[src/rtl/acia_rx.sv]
// ---------------------------------------------------------------------------
// acia_rx -- receive half of the serial controller.
//
// Synchronises the ULA's RxC/RxD/DCD into the clk domain, turns each rising
// RxC edge into a one-cycle tick, and deserialises 8N1 characters LSB-first
// at a divide ratio of 1, 16 or 64 ticks per bit. Each completed character
// is presented with RDRF, framing-error, overrun and carrier-loss status.
//
// Ports:
//   clk        system clock; all state changes on its rising edge
//   nRESET     asynchronous active-low reset
//   div_sel    00 = /1, 01 = /16, 10 = /64, 11 = receiver held idle
//   RxC        receive clock from the ULA (asynchronous)
//   RxD        receive data from the ULA (asynchronous, idle high)
//   DCD        carrier loss, active high (asynchronous)
//   rd_strobe  one-cycle CPU read of the receive data register
//   rx_data    last accepted character
//   rdrf       receive data register full
//   fe         framing error for the character in rx_data
//   ovrn       a character was lost while rdrf was set
//   dcd_flag   sticky carrier-loss flag, cleared by a read once DCD drops
// ---------------------------------------------------------------------------
module acia_rx #(
    parameter int DATA_BITS = 8
) (
    input  logic                 clk,
    input  logic                 nRESET,
    input  logic [1:0]           div_sel,
    input  logic                 RxC,
    input  logic                 RxD,
    input  logic                 DCD,
    input  logic                 rd_strobe,
    output logic [DATA_BITS-1:0] rx_data,
    output logic                 rdrf,
    output logic                 fe,
    output logic                 ovrn,
    output logic                 dcd_flag
);

    localparam int BIT_W = (DATA_BITS > 1) ? $clog2(DATA_BITS) : 1;

    typedef enum logic [1:0] {S_IDLE, S_START, S_DATA, S_STOP} state_e;

    // Synchroniser chains; RxC carries a third stage for edge detection.
    logic rxc_s1_q, rxc_s2_q, rxc_s3_q;
    logic rxd_s1_q, rxd_s2_q;
    logic dcd_s1_q, dcd_s2_q;

    state_e               state_q, state_d;
    logic [5:0]           cnt_q, cnt_d;
    logic [BIT_W-1:0]     bit_q, bit_d;
    logic [DATA_BITS-1:0] shift_q, shift_d;
    logic [DATA_BITS-1:0] rx_data_q, rx_data_d;
    logic                 rdrf_q, rdrf_d;
    logic                 fe_q, fe_d;
    logic                 ovrn_q, ovrn_d;
    logic                 dcd_flag_q, dcd_flag_d;

    logic       tick;
    logic       abort;
    logic       done;
    logic [5:0] n_m1;   // ticks per bit minus one: bit-centre sample point
    logic [5:0] h_m1;   // half-bit ticks minus one: start-bit centre

    assign tick  = rxc_s2_q & ~rxc_s3_q;
    assign abort = dcd_s2_q | (div_sel == 2'b11);

    always_comb begin
        case (div_sel)
            2'b01:   begin n_m1 = 6'd15; h_m1 = 6'd7;  end
            2'b10:   begin n_m1 = 6'd63; h_m1 = 6'd31; end
            default: begin n_m1 = 6'd0;  h_m1 = 6'd0;  end
        endcase
    end

    // NOTE: every output of a combinational block gets a default before any
    // branch, so no path leaves a signal unassigned and no latch is inferred.
    always_comb begin
        state_d = state_q;
        cnt_d   = cnt_q;
        bit_d   = bit_q;
        shift_d = shift_q;
        done    = 1'b0;
        if (abort) begin
            // Carrier loss or master reset: drop any partial character.
            state_d = S_IDLE;
            cnt_d   = '0;
        end else if (tick) begin
            case (state_q)
                S_IDLE: begin
                    if (!rxd_s2_q) begin
                        cnt_d   = '0;
                        bit_d   = '0;
                        // At /1 there is no start-bit centre to find.
                        state_d = (div_sel == 2'b00) ? S_DATA : S_START;
                    end
                end
                S_START: begin
                    if (cnt_q == h_m1) begin
                        cnt_d   = '0;
                        bit_d   = '0;
                        state_d = rxd_s2_q ? S_IDLE : S_DATA;
                    end else begin
                        cnt_d = cnt_q + 6'd1;
                    end
                end
                S_DATA: begin
                    if (cnt_q == n_m1) begin
                        cnt_d   = '0;
                        shift_d = {rxd_s2_q, shift_q[DATA_BITS-1:1]};
                        if (bit_q == BIT_W'(DATA_BITS - 1)) begin
                            state_d = S_STOP;
                        end else begin
                            bit_d = bit_q + BIT_W'(1);
                        end
                    end else begin
                        cnt_d = cnt_q + 6'd1;
                    end
                end
                S_STOP: begin
                    if (cnt_q == n_m1) begin
                        cnt_d   = '0;
                        done    = 1'b1;
                        state_d = S_IDLE;
                    end else begin
                        cnt_d = cnt_q + 6'd1;
                    end
                end
                default: state_d = S_IDLE;
            endcase
        end
    end

    // CPU-side register file. A read in the completion cycle frees the
    // holding register, so the new character is accepted instead of lost.
    always_comb begin
        rx_data_d  = rx_data_q;
        rdrf_d     = rdrf_q;
        fe_d       = fe_q;
        ovrn_d     = ovrn_q;
        dcd_flag_d = dcd_flag_q;
        if (done) begin
            if (!rdrf_q || rd_strobe) begin
                rx_data_d = shift_q;
                rdrf_d    = 1'b1;
                fe_d      = ~rxd_s2_q;
                ovrn_d    = 1'b0;
            end else begin
                ovrn_d = 1'b1;
            end
        end else if (rd_strobe) begin
            rdrf_d = 1'b0;
            fe_d   = 1'b0;
            ovrn_d = 1'b0;
        end
        // Live carrier loss wins over a read so the event cannot be missed.
        if (dcd_s2_q) begin
            dcd_flag_d = 1'b1;
        end else if (rd_strobe) begin
            dcd_flag_d = 1'b0;
        end
    end

    // NOTE: sequential state uses non-blocking assignments so every flop
    // samples its pre-edge inputs, which is what makes the chains work.
    always_ff @(posedge clk or negedge nRESET) begin
        if (!nRESET) begin
            rxc_s1_q <= 1'b1;
            rxc_s2_q <= 1'b1;
            rxc_s3_q <= 1'b1;
            rxd_s1_q <= 1'b1;
            rxd_s2_q <= 1'b1;
            dcd_s1_q <= 1'b0;
            dcd_s2_q <= 1'b0;
        end else begin
            rxc_s1_q <= RxC;
            rxc_s2_q <= rxc_s1_q;
            rxc_s3_q <= rxc_s2_q;
            rxd_s1_q <= RxD;
            rxd_s2_q <= rxd_s1_q;
            dcd_s1_q <= DCD;
            dcd_s2_q <= dcd_s1_q;
        end
    end

    always_ff @(posedge clk or negedge nRESET) begin
        if (!nRESET) begin
            state_q    <= S_IDLE;
            cnt_q      <= '0;
            bit_q      <= '0;
            shift_q    <= '0;
            rx_data_q  <= '0;
            rdrf_q     <= 1'b0;
            fe_q       <= 1'b0;
            ovrn_q     <= 1'b0;
            dcd_flag_q <= 1'b0;
        end else begin
            state_q    <= state_d;
            cnt_q      <= cnt_d;
            bit_q      <= bit_d;
            shift_q    <= shift_d;
            rx_data_q  <= rx_data_d;
            rdrf_q     <= rdrf_d;
            fe_q       <= fe_d;
            ovrn_q     <= ovrn_d;
            dcd_flag_q <= dcd_flag_d;
        end
    end

    assign rx_data  = rx_data_q;
    assign rdrf     = rdrf_q;
    assign fe       = fe_q;
    assign ovrn     = ovrn_q;
    assign dcd_flag = dcd_flag_q;

endmodule
[config.mk]
export PLATFORM = sky130hd
export DESIGN_NAME = acia_rx
export DESIGN_NICKNAME = d
export VERILOG_FILES = /design/src/rtl/acia_rx.sv
export SDC_FILE = /design/constraint.sdc
export NUM_CORES = 1
export LEC_CHECK = 0
export CAP_MARGIN = 20
export CORE_ASPECT_RATIO = 1.4
export CORE_MARGIN = 3
export CORE_UTILIZATION = 45
export CTS_CLUSTER_SIZE = 12
export DETAILED_ROUTE_END_ITERATION = 7
export PLACE_DENSITY = 0.64
export SLEW_MARGIN = 0
export SYNTH_ARGS = -nofsm -noshare
export SYNTH_HDL_FRONTEND = slang
export SYNTH_SLANG_ARGS = --single-unit
[constraint.sdc]
create_clock -name clk -period 2.75 [get_ports clk]
set_input_delay 0.55 -clock clk [delete_from_list [all_inputs] [get_ports clk]]
set_output_delay 0.55 -clock clk [all_outputs]
set_load 0.03 [all_outputs]
# ---- Word level (Yosys, flattened, before mapping)
# Cells that the tools add are included.
dict set report word_totals {
  out_inout_bits 12
  input_bits 8
  ff_bits 38
  elab_cells 92
}
dict set report op_classes {
  n_eq_ne 19
  mux 35
  bitwise 5
  reduce_logical 15
  n_addsub 2
}
# operator count
set op_table {}
lappend op_table {{2-to-1 mux 6 bit} 5}
lappend op_table {{2-to-1 mux 2 bit} 9}
lappend op_table {{case mux 6 bit (3 select lines)} 1}
lappend op_table {{inequality test 3 bit (second input constant)} 5}
lappend op_table {{equality test 6 bit} 2}
lappend op_table {{2-to-1 mux 1 bit} 12}
lappend op_table {{2-to-1 mux 3 bit} 4}
lappend op_table {{case mux 6 bit (2 select lines)} 1}
lappend op_table {{case mux 5 bit (2 select lines)} 1}
lappend op_table {{case mux 3 bit (3 select lines)} 1}
lappend op_table {{equality test 2 bit (second input constant)} 4}
lappend op_table {{inequality test 2 bit (second input constant)} 4}
lappend op_table {{case mux 2 bit (4 select lines)} 1}
lappend op_table {{AND reduction 7 bit} 1}
lappend op_table {{adder 6 x 1 -> 6 bit (second input constant)} 1}
lappend op_table {{AND reduction 2 bit} 3}
lappend op_table {{AND reduction 6 bit} 1}
lappend op_table {{nonzero test 2 bit} 3}
lappend op_table {{equality test 2 x 1 -> 1 bit (second input constant)} 2}
lappend op_table {{zero test 2 bit} 2}
lappend op_table {{AND reduction 4 bit} 1}
lappend op_table {{adder 3 x 1 -> 3 bit (second input constant)} 1}
lappend op_table {{equality test 3 bit (second input constant)} 1}
lappend op_table {{NOT 1 bit} 3}
lappend op_table {{other kinds (7)} 7}

# ---- Longest topological paths before layout
# Gate-level depths: netlist of run 1.
dict set report logic_depth {
  word_depth 9
  depth_mapped 8
  depth_no_buf 7
}

# ---- Least setup slack after synthesis of run 1
# No wires, ideal clock.
dict set report synth_timing {
  path_type {input port to flip-flop}
  startpoint {input div_sel[0]}
  endpoint {register rx_data_q[0], in the netlist rx_data[0]}
  n_path_buf 1
  required_ps 2625
  setup_slack_ps 174
  setup_time_ps 125
  arrival_ps 2451
  stages 8
  cell_sequence {inv_1 -> ha_1 -> or4_4 -> a21oi_4 -> nand3_4 -> nor4b_4 -> buf_6 -> mux2_4}
}
dict set report synth_via {
  elab_chain_len 8
  elab_cells_between_ends 11
  cone_classes {4 x eq/ne; 5 x mux; 1 x bitwise; 1 x reduce/logical}
}
# element line
set synth_lines {}
lappend synth_lines {{start, declared} 28} ;# input logic [1:0] div_sel,
lappend synth_lines {{equality test 2 bit / equality test 2 x 1 -> 1 bit (equally long branches)} 69} ;# case (div_sel)
lappend synth_lines {{case mux 6 bit (2 select lines)} 69}
lappend synth_lines {{equality test 6 bit} 121} ;# if (cnt_q == n_m1) begin
lappend synth_lines {{2-to-1 mux 1 bit} 121}
lappend synth_lines {{2-to-1 mux 1 bit} 89} ;# case (state_q)
lappend synth_lines {{2-to-1 mux 1 bit} 88} ;# end else if (tick) begin
lappend synth_lines {{2-to-1 mux 1 bit *} 84} ;# if (abort) begin
lappend synth_lines {{AND reduction 2 bit (no source line) *} --}
lappend synth_lines {{end signal, assigned} 202} ;# rx_data_q <= rx_data_d;
lappend synth_lines {{end, declared} 53} ;# logic [DATA_BITS-1:0] rx_data_q, rx_data_d;
# Every way passes the cells marked *; elsewhere a longest branch is shown, timed or not.
# A chain may end at the register's enable or synchronous reset.

# ---- Worst setup path in the final report of run 1
dict set report layout_timing {
  startpoint {input div_sel[0]}
  endpoint {register bit_q[0]}
}
dict set report layout_via {
  elab_chain_len 5
  elab_cells_between_ends 12
  cone_classes {7 x eq/ne; 2 x mux; 2 x bitwise; 1 x reduce/logical}
}
# element line
set layout_lines {}
lappend layout_lines {{equality test 2 bit / equality test 2 x 1 -> 1 bit (equally long branches)} 69}
lappend layout_lines {{case mux 6 bit (2 select lines) / case mux 5 bit (2 select lines) (equally long branches)} 69}
lappend layout_lines {{equality test 6 bit, on equally long branches} {108, 99}}
lappend layout_lines {{inequality test 2 bit (no source line)} --}
lappend layout_lines {{AND reduction 7 bit (no source line) *} --}
lappend layout_lines {{end signal, assigned} 200} ;# bit_q <= bit_d;
lappend layout_lines {{end, declared} 51} ;# logic [BIT_W-1:0] bit_q, bit_d;
# Marked as above.

==> flow_summary.yaml, run 1 <==
synthesis:
  yosysTopAreaCell: "dfrtp_1"
  synth_compound_area_share_pct: 8.73
  postSynthAreaPerCell_um2: 13.1
  muxShareOfSynthArea_pct: 13.6
  synth_xor_area_share_pct: 3.94
  yosysTopAreaCellShare_pct: 46.5
  synth_fa_ha_area_share_pct: 4.23
  synthArstFlopShare_pct: 100
  synth_cells: 136
  synth_area_um2: 1780
  synth-simple-area-share_pct: 13.3
  yosys_register_bits: 38
  ys_types: 40
  synth_top_family_by_area: "multiplexers"
  yosys-top-cells-area: "dfrtp_1, dfstp_2, mux2_4"
  synth_ff_type: "dfrtp_1"
  yosysSeqAreaShare_pct: 53.9
  synth_edf_count: 0
  syn_nets: 150
  ys_warn_count: 0
global_route:
  grt_max_degree: 39
  grt_first_pass_wirelength_um: 6070
  grt_pass1_vias: 1367
  grt_use_total_pct: 16.9
  antenna_found_initial: 0
  grt_overflow: 0
pwr:
  power_frac_seq_pct: 54.3
  p_sw_share_pct: 23.1
  p_leak_nw: 1.05
  clockPowerShare_pct: 36.9
  p_sw_mw: 0.245
  comb_power_share_pct: 8.8
  powerDensity_nw_per_um2: 466
  internal_power_mw: 0.815
  max-vdd-ir-drop_uv: 354
  power_mw: 1.06
die:
  row_count: 26
  initial_utilization_pct: 47.9
  core_area_um2: 3710
  io_pins: 20
  chipHeight_um: 80.3
  dieArea_um2: 4750
  chipWidth_um: 59.1
routing:
  dr_total_vias: 1216
  drt_iter0_markers: 23
  drc: 0
  detail_route.vias_per_cell: 5.60
  wl_per_cell_um: 16.0
  wl_um: 3470
  dr.pass1.iters: 4
  detail-route-antenna-nets: 0
finish:
  syn_to_final_growth_pct: 28.0
  finalInstanceArea_um2: 2270
  multiInputGateArea_um2: 803
  nets: 188
  drive_above_1_share_pct: 32.0
  final_cell_mix: "dfrtp_1, clkdlybuf4s50_1, buf_4, nand2_1, nor2_1"
  layout_commonest_cell: "dfrtp_1"
  seq_area_um2: 957
  fin_cells: 217
  nFillCells: 297
  antenna_cells: 0
cts:
  cts_buffers: 5
  path_clk_slew_ns: 0.07
  worstSkewPairLatency_ns: 0.28
  htreeDepth: 2
  clock_tree.root_cell: "clkbuf_8"
  clockBufferDepth: 2
  clkSinkCount: 38
  cts_tree: "yes"
sta:
  finalSetupViolations: 0
  fin_skew_ns: 0.0108
  setup_slack_ns: 0.186
  finalHoldViolCount: 0
  slew_viol_final: 0
  fmax_ghz: 0.390
  relSlewSlack_pct: 46.6
  min_period_ns: 2.56
  fin_crit_sh_pct: 93.2
  worstMarginPinSlew_ns: 0.801
  rsz0062_at_grt: "false"
worst_setup_path:
  critPathArrivalTime_ns: 2.74
  r2r-start: "cnt_q[2]"
  crit_required_ns: 2.92
  crit_type: "input port to flip-flop"
  crit_fanout: 3
  cp-start-kind: "input port"
  cp-end-kind: "flip-flop"
  worstSetupStartpoint: "div_sel[0]"
  reg2reg_depth: 6
placement:
  placed_area_um2: 2110
  dp_hpwl_um: 2490
  io_buffer_count: 19
  pre_cts_slack_ns: -0.379
  place_inst: 205
  gp_congestion: 0.852
run_status:
  status: "complete, no violations"
run:
  maxCapViolations: 0
hold_path:
  hold_class: "input port to asynchronous set/reset pin"
-- registers in the layout, summed over array words and instances, names as in the netlist, 2 cells and up --
register  flops
bit_q         3
cnt_q         6
rx_data       8
shift_q       8
state_q       2
-- per-layer routing --
layer / vias up / track usage, % / part of all wire (%)
met3: 9 / 4.82 / 4.1
met5: - / 0 / 0
met2: 36 / 29.9 / 54
met1: 612 / 18.1 / 39
met4: 0 / 7.94 / 2.8
li1: 559 / - / -
-- synthesized netlist by cell type (all sizes together) (2+ instances only) --
master	n
dfrtp	33
nor3	2
xor2	7
or3	2
dfstp	5
nand4	3
a22o	2
inv	5
o211ai	2
mux2i	2
nand2	11
ha	6
a21oi	3
clkbuf	3
nand3	3
nor2	11
mux2	17
-- power by group through the flow --
stage	registers, mW	logic (mW)	clock network (mW)
6_report	0.576	0.0931	0.391
4_1_cts	0.576	0.0929	0.401
5_1_grt	0.577	0.102	0.422
2_1_floorplan	0.585	0.0425	0
3_3_place_gp	0.585	0.0844	0
3_5_place_dp	0.586	0.0864	0
-- area by class of cell --
| cell class | count | area share [%] |
|---|---|---|
| clock buffer | 8 | 3.96 |
| inverter | 5 | 0.825 |
| multi-input combinational | 89 | 35.3 |
| sequential | 38 | 42.1 |
| tap | 42 | 2.31 |
| timing repair buffer | 35 | 15.5 |
-- worst max-delay path, stage by stage --
cell and delay, ns:
dlygate4sd2_1 0.26, inv_2 0.08, ha_4 0.20, or4_4 0.50, buf_4 0.16, a2111oi_4 0.39
nor2b_1 0.13, nand4b_4 0.20, mux2_2 0.28
-- kinds of logic after synthesis --
family          Yosys count
fa+ha+maj                 6
simple gates             38
mux                      19
buf+inv                   9
flops                    38
xor+xnor                  8
compound gates           18
-- worst paths after layout --
check	endpoint	slack, ns
max	bit_q[0]	0.19
min in group clk	rxd_s2_q	0.36
min reg2reg	rxd_s2_q	0.36
max reg2reg	bit_q[0]	0.46
min	cnt_q[1]	0.34
max in group asynchronous	dcd_s2_q	1.88
-- stage by stage --
| step | util, % | hold WS [ns] | TNS (ns) |
|---|---|---|---|
| after floorplan | - | 0.254 | 0 |
| after global placement | 56.8 | 0.335 | -6.45 |
| after detailed placement | 56.8 | 0.348 | -7.97 |
| after CTS | 61.3 | 0.357 | 0 |
| after global routing | 61.3 | 0.364 | 0 |
| final | 61.3 | 0.342 | 0 |
-- repair_timing --
item	CTS	global route
endpoints found under the hold margin	0	0
hold buffers	0	0
buffers inserted	3	0
resized for setup	6	0
setup endpoints to repair	12	0
(Power assumes the default switching activity.)
==> run 2: changes to the inputs <==
--- a/config.mk
+++ b/config.mk
@@ -12,7 +12,6 @@
 export CTS_CLUSTER_SIZE = 12
 export DETAILED_ROUTE_END_ITERATION = 7
 export PLACE_DENSITY = 0.64
-export SLEW_MARGIN = 0
 export SYNTH_ARGS = -nofsm -noshare
 export SYNTH_HDL_FRONTEND = slang
 export SYNTH_SLANG_ARGS = --single-unit
==> results of run 2 <==
No change in the layout: final DEF, timing and power equal those of run 1.
